File: src/rtl/vga_sync_driver_pkg.sv
// Shared raster-timing definitions for the 640x480@60 display path:
// coordinate/colour widths, default VESA timing and the sync window decode.
package vga_sync_driver_pkg;

  localparam int COLOUR_W = 12;
  localparam int COORD_W  = 10;

  localparam int DEF_CLK_DIV   = 4;
  localparam int DEF_H_DISPLAY = 640;
  localparam int DEF_H_FRONT   = 16;
  localparam int DEF_H_SYNC    = 96;
  localparam int DEF_H_BACK    = 48;
  localparam int DEF_V_DISPLAY = 480;
  localparam int DEF_V_FRONT   = 10;
  localparam int DEF_V_SYNC    = 2;
  localparam int DEF_V_BACK    = 33;

  typedef logic [COORD_W-1:0]  coord_t;
  typedef logic [COLOUR_W-1:0] colour_t;

  // Inclusive window test used for both sync pulses.
  function automatic logic in_window(input coord_t v, input coord_t lo, input coord_t hi);
    return (v >= lo) && (v <= hi);
  endfunction

endpackage

File: src/rtl/vga_sync_driver_if.sv
// Bundle between the raster source (master) and the pixel generator (slave):
// scan coordinates and timing go out, the combinational pixel colour comes back.
interface vga_sync_driver_if;
  import vga_sync_driver_pkg::*;

  colour_t colour_in;
  logic    ce;
  coord_t  x;
  coord_t  y;
  logic    video_on;
  logic    frame_start;
  logic    hsync;
  logic    vsync;
  colour_t vga_rgb;

  modport master (
    input  colour_in,
    output ce, x, y, video_on, frame_start, hsync, vsync, vga_rgb
  );

  modport slave (
    output colour_in,
    input  ce, x, y, video_on, frame_start, hsync, vsync, vga_rgb
  );

endinterface

File: src/rtl/vga_sync_driver_pixel_tick.sv
// Pixel clock-enable divider: ce is high for one clk out of every CLK_DIV,
// coinciding with r_div_cnt == CLK_DIV-1.
module pixel_tick #(
  parameter int CLK_DIV = 4
) (
  input  logic clk,
  input  logic resetn,
  output logic ce
);

  localparam int CNT_W = (CLK_DIV > 1) ? $clog2(CLK_DIV) : 1;
  localparam logic [CNT_W-1:0] LAST = CNT_W'(CLK_DIV - 1);

  if (CLK_DIV < 1 || CLK_DIV > 16) begin : g_bad_div
    $error("pixel_tick: CLK_DIV must be in 1..16");
  end

  logic [CNT_W-1:0] r_div_cnt;
  logic [CNT_W-1:0] w_div_next;
  logic             r_ce;

  always_comb begin
    w_div_next = (r_div_cnt == LAST) ? '0 : r_div_cnt + CNT_W'(1);
  end

  // NOTE: ce is a register rather than a decode of r_div_cnt, so it stays low
  // in reset even when CLK_DIV = 1 (where the decode would be constantly true).
  always_ff @(posedge clk or negedge resetn) begin
    if (!resetn) begin
      r_div_cnt <= '0;
      r_ce      <= 1'b0;
    end else begin
      r_div_cnt <= w_div_next;
      r_ce      <= (w_div_next == LAST);
    end
  end

  assign ce = r_ce;

endmodule

File: src/rtl/vga_sync_driver.sv
// Raster timing source and output stage: scan counters, sync decode and the
// registered, blanked colour path, all advancing on the pixel enable.
module vga_sync_driver
  import vga_sync_driver_pkg::*;
#(
  parameter int   CLK_DIV   = DEF_CLK_DIV,
  parameter int   H_DISPLAY = DEF_H_DISPLAY,
  parameter int   H_FRONT   = DEF_H_FRONT,
  parameter int   H_SYNC    = DEF_H_SYNC,
  parameter int   H_BACK    = DEF_H_BACK,
  parameter int   V_DISPLAY = DEF_V_DISPLAY,
  parameter int   V_FRONT   = DEF_V_FRONT,
  parameter int   V_SYNC    = DEF_V_SYNC,
  parameter int   V_BACK    = DEF_V_BACK,
  parameter logic SYNC_POL  = 1'b0
) (
  input  logic             clk,
  input  logic             resetn,
  vga_sync_driver_if.master vga
);

  localparam int H_TOTAL = H_DISPLAY + H_FRONT + H_SYNC + H_BACK;
  localparam int V_TOTAL = V_DISPLAY + V_FRONT + V_SYNC + V_BACK;

  if (H_TOTAL > 1024 || V_TOTAL > 1024) begin : g_bad_total
    $error("vga_sync_driver: H_TOTAL and V_TOTAL must each be <= 1024");
  end

  localparam coord_t H_LAST       = coord_t'(H_TOTAL - 1);
  localparam coord_t V_LAST       = coord_t'(V_TOTAL - 1);
  localparam coord_t H_VIS        = coord_t'(H_DISPLAY);
  localparam coord_t V_VIS        = coord_t'(V_DISPLAY);
  localparam coord_t H_SYNC_START = coord_t'(H_DISPLAY + H_FRONT);
  localparam coord_t H_SYNC_END   = coord_t'(H_DISPLAY + H_FRONT + H_SYNC - 1);
  localparam coord_t V_SYNC_START = coord_t'(V_DISPLAY + V_FRONT);
  localparam coord_t V_SYNC_END   = coord_t'(V_DISPLAY + V_FRONT + V_SYNC - 1);

  logic    w_ce;
  logic    w_x_wrap;
  logic    w_y_wrap;
  logic    w_video_on;
  coord_t  r_x;
  coord_t  r_y;
  logic    r_hsync;
  logic    r_vsync;
  colour_t r_rgb;

  pixel_tick #(.CLK_DIV(CLK_DIV)) u_pixel_tick (
    .clk    (clk),
    .resetn (resetn),
    .ce     (w_ce)
  );

  assign w_x_wrap   = (r_x == H_LAST);
  assign w_y_wrap   = (r_y == V_LAST);
  assign w_video_on = (r_x < H_VIS) && (r_y < V_VIS);

  always_ff @(posedge clk or negedge resetn) begin
    if (!resetn) begin
      r_x <= '0;
      r_y <= '0;
    end else if (w_ce) begin
      r_x <= w_x_wrap ? '0 : r_x + coord_t'(1);
      if (w_x_wrap) begin
        r_y <= w_y_wrap ? '0 : r_y + coord_t'(1);
      end
    end
  end

  // Sync and colour are both taken from the pre-advance x,y on the same edge,
  // so the pins see them with zero relative skew.
  always_ff @(posedge clk or negedge resetn) begin
    if (!resetn) begin
      r_rgb   <= '0;
      r_hsync <= ~SYNC_POL;
      r_vsync <= ~SYNC_POL;
    end else if (w_ce) begin
      r_rgb   <= w_video_on ? vga.colour_in : '0;
      r_hsync <= in_window(r_x, H_SYNC_START, H_SYNC_END) ? SYNC_POL : ~SYNC_POL;
      r_vsync <= in_window(r_y, V_SYNC_START, V_SYNC_END) ? SYNC_POL : ~SYNC_POL;
    end
  end

  assign vga.ce          = w_ce;
  assign vga.x           = r_x;
  assign vga.y           = r_y;
  assign vga.video_on    = w_video_on;
  assign vga.frame_start = w_ce & w_x_wrap & w_y_wrap;
  assign vga.hsync       = r_hsync;
  assign vga.vsync       = r_vsync;
  assign vga.vga_rgb     = r_rgb;

endmodule
File: src/flat_wrapper.sv
// flat-port wrapper written by rule: the top's interface ports become plain ports
module vga_sync_driver_flat import vga_sync_driver_pkg::*;
#(
  parameter int   CLK_DIV   = DEF_CLK_DIV,
  parameter int   H_DISPLAY = DEF_H_DISPLAY,
  parameter int   H_FRONT   = DEF_H_FRONT,
  parameter int   H_SYNC    = DEF_H_SYNC,
  parameter int   H_BACK    = DEF_H_BACK,
  parameter int   V_DISPLAY = DEF_V_DISPLAY,
  parameter int   V_FRONT   = DEF_V_FRONT,
  parameter int   V_SYNC    = DEF_V_SYNC,
  parameter int   V_BACK    = DEF_V_BACK,
  parameter logic SYNC_POL  = 1'b0
)
  (clk, resetn, vga_colour_in, vga_ce, vga_x, vga_y, vga_video_on, vga_frame_start, vga_hsync, vga_vsync, vga_vga_rgb);
  vga_sync_driver_if vga_i ();
  input  logic clk;
  input  logic resetn;
  input wire logic [$bits(vga_i.colour_in)-1:0] vga_colour_in;
  output wire logic [$bits(vga_i.ce)-1:0] vga_ce;
  output wire logic [$bits(vga_i.x)-1:0] vga_x;
  output wire logic [$bits(vga_i.y)-1:0] vga_y;
  output wire logic [$bits(vga_i.video_on)-1:0] vga_video_on;
  output wire logic [$bits(vga_i.frame_start)-1:0] vga_frame_start;
  output wire logic [$bits(vga_i.hsync)-1:0] vga_hsync;
  output wire logic [$bits(vga_i.vsync)-1:0] vga_vsync;
  output wire logic [$bits(vga_i.vga_rgb)-1:0] vga_vga_rgb;
  assign vga_i.colour_in = vga_colour_in;
  assign vga_ce = vga_i.ce;
  assign vga_x = vga_i.x;
  assign vga_y = vga_i.y;
  assign vga_video_on = vga_i.video_on;
  assign vga_frame_start = vga_i.frame_start;
  assign vga_hsync = vga_i.hsync;
  assign vga_vsync = vga_i.vsync;
  assign vga_vga_rgb = vga_i.vga_rgb;
  vga_sync_driver #(.CLK_DIV(CLK_DIV), .H_DISPLAY(H_DISPLAY), .H_FRONT(H_FRONT), .H_SYNC(H_SYNC), .H_BACK(H_BACK), .V_DISPLAY(V_DISPLAY), .V_FRONT(V_FRONT), .V_SYNC(V_SYNC), .V_BACK(V_BACK), .SYNC_POL(SYNC_POL)) u_core (.clk(clk), .resetn(resetn), .vga(vga_i));
endmodule
File: config.mk
export PLATFORM = sky130hd
export DESIGN_NAME = vga_sync_driver_flat
export DESIGN_NICKNAME = d
export VERILOG_FILES = /design/src/rtl/vga_sync_driver_pkg.sv /design/src/rtl/vga_sync_driver_if.sv /design/src/rtl/vga_sync_driver_pixel_tick.sv /design/src/rtl/vga_sync_driver.sv /design/src/flat_wrapper.sv
export SDC_FILE = /design/constraint.sdc
export NUM_CORES = 1
export LEC_CHECK = 0
export ABC_CLOCK_PERIOD_IN_PS = 2700
export CORE_ASPECT_RATIO = 1.2
export CORE_MARGIN = 1.5
export CORE_UTILIZATION = 35
export DETAILED_ROUTE_END_ITERATION = 8
export PLACE_DENSITY_LB_ADDON = 0.08
export SYNTH_ARGS = -nofsm -noshare
export SYNTH_HDL_FRONTEND = slang
export SYNTH_HIERARCHICAL = 1
export SYNTH_SLANG_ARGS = --single-unit
File: constraint.sdc
create_clock -name clk -period 2.7 [get_ports clk]
set_input_delay 0.405 -clock clk [delete_from_list [all_inputs] [get_ports clk]]
set_output_delay 0.405 -clock clk [all_outputs]
set_load 0.05 [all_outputs]
# == Word-level counts from Yosys, hierarchy flattened ==
# Cells that the tools add are included.
# op_classes
add_sub_neg,3
n_lt_le_gt_ge,6
n_eq_ne,4
muxes,6
bitwise_logic,2
n_reduce_logical,4
# op_table
operator,count
adder 10 x 1 -> 10 bit (second input constant),2
equality test 10 bit (second input constant),2
2-to-1 mux 10 bit,2
2-to-1 mux 12 bit,1
greater-or-equal comparator 10 bit (second input constant),1
greater-or-equal comparator 10 x 9 -> 1 bit (second input constant),1
less-or-equal comparator 10 bit (second input constant),1
less-or-equal comparator 10 x 9 -> 1 bit (second input constant),1
< comparator 10 bit (second input constant),1
< comparator 10 x 9 -> 1 bit (second input constant),1
equality test 2 bit (second input constant),2
logical AND 1 bit,3
adder 2 x 1 -> 2 bit (second input constant),1
AND 1 bit,2
2-to-1 mux 1 bit,2
2-to-1 mux 2 bit,1
AND reduction 2 bit,1
# totals
reg_bits,37
in_bits,14
out_inout_bits,37
word_cells,32

# == Depth between registers and ports, before layout ==
# logic_depth
ltp_word,3
ltp_mapped,6
mapped_depth_nobuf,6

# == Hierarchy ==
# Netlist, hierarchy kept.
# modules_own_cells
module,n_inst,cells_per_inst,area_per_inst_um2,seq_area_each_um2
vga_sync_driver,1,172,1699.1,853.3
pixel_tick,1,8,111.4,75.1

# == Least setup slack after synthesis ==
# Ideal clock, no wire load.
# synth_path
kind,register to output
start,"register u_core.r_x[5], in the netlist u_core/vga.x[5]"
end,output vga_frame_start
arrival_time_ns,2.043
t_required_ns,2.295
path_slack_ns,0.252
stages_incl_launch_ff,6
path_buffers,2
cell_sequence,dfrtp_1 -> buf_6 -> or4b_4 -> buf_6 -> nor3_4 -> and2b_2
# synth_via
elab_chain_cells,3
# synth_rtl
item,line,source
from (decl),vga_sync_driver.sv:42,coord_t r_x;
from (signal assigned),vga_sync_driver.sv:63,r_x <= w_x_wrap ? '0 : r_x + coord_t'(1);
equality test 10 bit,vga_sync_driver.sv:54,assign w_x_wrap = (r_x == H_LAST);
AND 1 bit (2 in series),vga_sync_driver.sv:88,assign vga.frame_start = w_ce & w_x_wrap & w_y_wrap;
to (decl),flat_wrapper.sv:24,output wire logic [$bits(vga_i.frame_start)-1:0] vga_frame_start;
# No other way between the ends.

# == Worst setup path in the final report ==
# layout_path
start,"register u_core.r_x[7], in the netlist u_core/vga.x[7]"
end,output vga_frame_start
# The elaborated chain is that of the path after synthesis.

==> qor.yml <==
ctsResizeCount: 0
grt_pass1_wl_microns: 6860
cts.sinks: 37
cts_tree: "built"
row_count: 28
htree_num_levels: 2
cellPowerDensity_mw_per_mm2: 444
startpoint: "u_core/vga.x[7]$_DFFE_PN0P_"
ys_top_cells_by_count: "dfrtp_1, inv_1, nand2_1, nand3_1, o22ai_1"
critPathMaxFanout: 8
grt_max_degree: 38
io_pins: 51
cp_num_cells: 4
clockBufferDepth: 2
crit_buf_inv: 1
first_pass_iters: 4
setup-violations-final: 0
synthArstFlopShare_pct: 100
port_buffers: 50
totalWireLength_microns: 4100
holdWs_ps: 206
crit_slowest_cell: "or4b_4"
p_int_mw: 0.830
worstSetupStartpointType: "register"
detail-route-antenna-nets: 0
rr_startpoint: "u_core/vga.x[7]$_DFFE_PN0P_"
track_usage_pct: 16.6
status: "finished clean"
path_class: "reg -> out"
yosysTopAreaCellShare_pct: 48.4
drv_slew: 0
slowest_delay_ps: 650
syn-num-nets: 200
layout-drive-gt1-share_pct: 9.52
worst_pin_slew_ps: 821
ctsHoldBuffers: 0
fill_cells: 471
overflow: 0
maxCapViolCount: 0
ys_top_cells_by_area: "dfrtp_1, xnor2_1, inv_1"
via_per_inst: 4.95
dieWidth_microns: 68.7
synth_flop_cell: "dfrtp_1"
comb_power_share_pct: 8.3
synth_area_leader_cell: "dfrtp_1"
vias: 1440
fin_setup_tns_ps: 0
dpl.hpwl_microns: 2830
cp_cell_sequence: "or4b_4, nor3_4, and2b_2, buf_12"
pwr-share-clk_pct: 39.4
antenna_found_initial: 0
final_nets: 250
clkTransAtPathRegs_ps: 70
ff2ff_path_depth: 4
syn_to_final_growth_pct: 35.0
synth_cells: 180
antenna_cells: 0
rsz0062_at_grt: "no"
grt_pass1_vias: 1436
netlist_area_sq_mm: 0.00181
max_freq_ghz: 0.386
swShare_pct: 23.5
power.switching_mw: 0.255
fin_crit_sh_pct: 95.9
design.core.area_sq_mm: 0.00494
initial_utilization_pct: 36.7
die_h_microns: 81.8
synth_edf_count: 0
yosysUniqueCellTypes: 31
finalHoldViolCount: 0
cp.required_ps: 2300
ir_worst_vdd_v: 0.000332
synth.most_common_cell: "dfrtp_1"
min-delay-path-class: "in -> async"
power_mw: 1.08
drc_errors: 0
wire_per_inst_microns: 14.1
post-route-min-period_ps: 2590
dieArea_sq_mm: 0.00561
cpLargestDelayFamily: "simple AND/OR/NAND/NOR gates"
synth-seq-cells: 37
crit_path_end_kind: "output pin"
syn_area_per_cell_sq_um: 10.1
synth-seq-area-share_pct: 51.3
gp_congestion: 0.854
fin_skew_ps: 3.88
root_buffer: "clkbuf_8"
maxSlewHeadroom_pct: 45.3
cts_made_buffers: 5
first_iter_violations: 83
clock_latency_ps: 280
post_cts_buffers: 0
p_leak_nw: 1.08
power_frac_seq_pct: 52.4
arrival_ps: 2180
ys.warnings.count: 6
==> flip-flops by register name, indices dropped and copies added, names as in the netlist <==
signal,cells
u_core/u_pixel_tick/ce,1
u_core/u_pixel_tick/r_div_cnt,2
u_core/vga.vga_rgb,12
u_core/vga.y,10
u_core/vga.x,10
u_core/vga.hsync,1
u_core/vga.vsync,1
==> placed cells by master, fill, tap and decap left out, types with 2 or more instances in the layout <==
master           Yosys  layout
clkdlybuf4s50_1      0      47
dfrtp_1             35      35
inv_1               21      21
nand2_1             18      18
nand3_1             15      15
o22ai_1             12      12
xnor2_1             11      11
nor2_1              11      11
clkbuf_8             0       7
o21ai_0              6       6
nand4_1              6       6
ha_1                 6       6
and3_1               4       4
nor3_1               4       4
buf_4                1       3
xor2_1               3       3
nor4_1               3       3
nor4_4               2       2
a21oi_1              2       2
dfstp_2              2       2
==> metrics by stage <==
step	setup WS, ps	cell area (sq um)	cells	util, %
final	111	2440	291	49.5
after global routing	3.49	2440	291	49.5
after CTS	90.8	2440	291	49.5
after detailed placement	402	2340	283	47.4
after global placement	485	2340	283	47.4
after floorplan	252	1810	180	-
==> worst register-to-register path, stage by stage, from the launching register on <==
cell      delay, ps
dfrtp_1         450
or4b_4          650
nor4_4          420
mux2i_1         270
a211oi_2         50
==> worst paths after layout <==
kind | to | slack, ps
setup reg to reg | u_core/vga.y[9]$_DFFE_PN0P_ | 740
hold reg to reg | u_core/u_pixel_tick/r_div_cnt[0]$_DFF_PN0_ | 450
setup / recovery | vga_frame_start | 110
hold / removal | u_core/vga.x[7]$_DFFE_PN0P_ | 210
max in group asynchronous | u_core/vga.vga_rgb[6]$_DFFE_PN0P_ | 1970
min in group clk | u_core/u_pixel_tick/r_div_cnt[0]$_DFF_PN0_ | 450
==> power groups by stage <==
stage | Clock [mW] | Combinational, mW | Sequential [mW]
2_1_floorplan | 0 | 0.00838 | 0.611
3_3_place_gp | 0 | 0.0903 | 0.578
3_5_place_dp | 0 | 0.0910 | 0.579
4_1_cts | 0.442 | 0.0916 | 0.568
5_1_grt | 0.473 | 0.0963 | 0.569
6_report | 0.427 | 0.0895 | 0.568
==> layer usage <==
| layer | track usage (%) | wire, microns | part of all wire (%) |
|---|---|---|---|
| met5 | 0 | 0 | 0 |
| met4 | 6.00 | 55 | 1.3 |
| met3 | 6.16 | 217 | 5.3 |
| met2 | 26.9 | 2030 | 50 |
| met1 | 19.9 | 1790 | 44 |
==> logic make-up (layout without fill, tap and decap cells) <==
logic type	count (synthesis)	count (layout)	share of synthesized area, %
AOI/OAI and AO/OA	22	22	7.46
xor gates and xnor gates	14	14	6.77
and+or+nand+nor	70	70	22.0
DFF	37	37	51.3
buffers and inverters	30	81	7.74
adders and majority gates	6	6	4.15
muxes	1	1	0.553
==> area by class of cell <==
class / instances / area [sq um] / share of cell area (%)
clock buffer: 7 / 96.3 / 3.94
timing repair buffer: 52 / 518 / 21.2
tap: 60 / 75.1 / 3.07
sequential: 37 / 928 / 38.0
multi-input combinational: 113 / 742 / 30.4
clock inverter: 1 / 5.00 / 0.205
inverter: 21 / 78.8 / 3.23
Note: power is estimated with default switching activity, not from simulation.
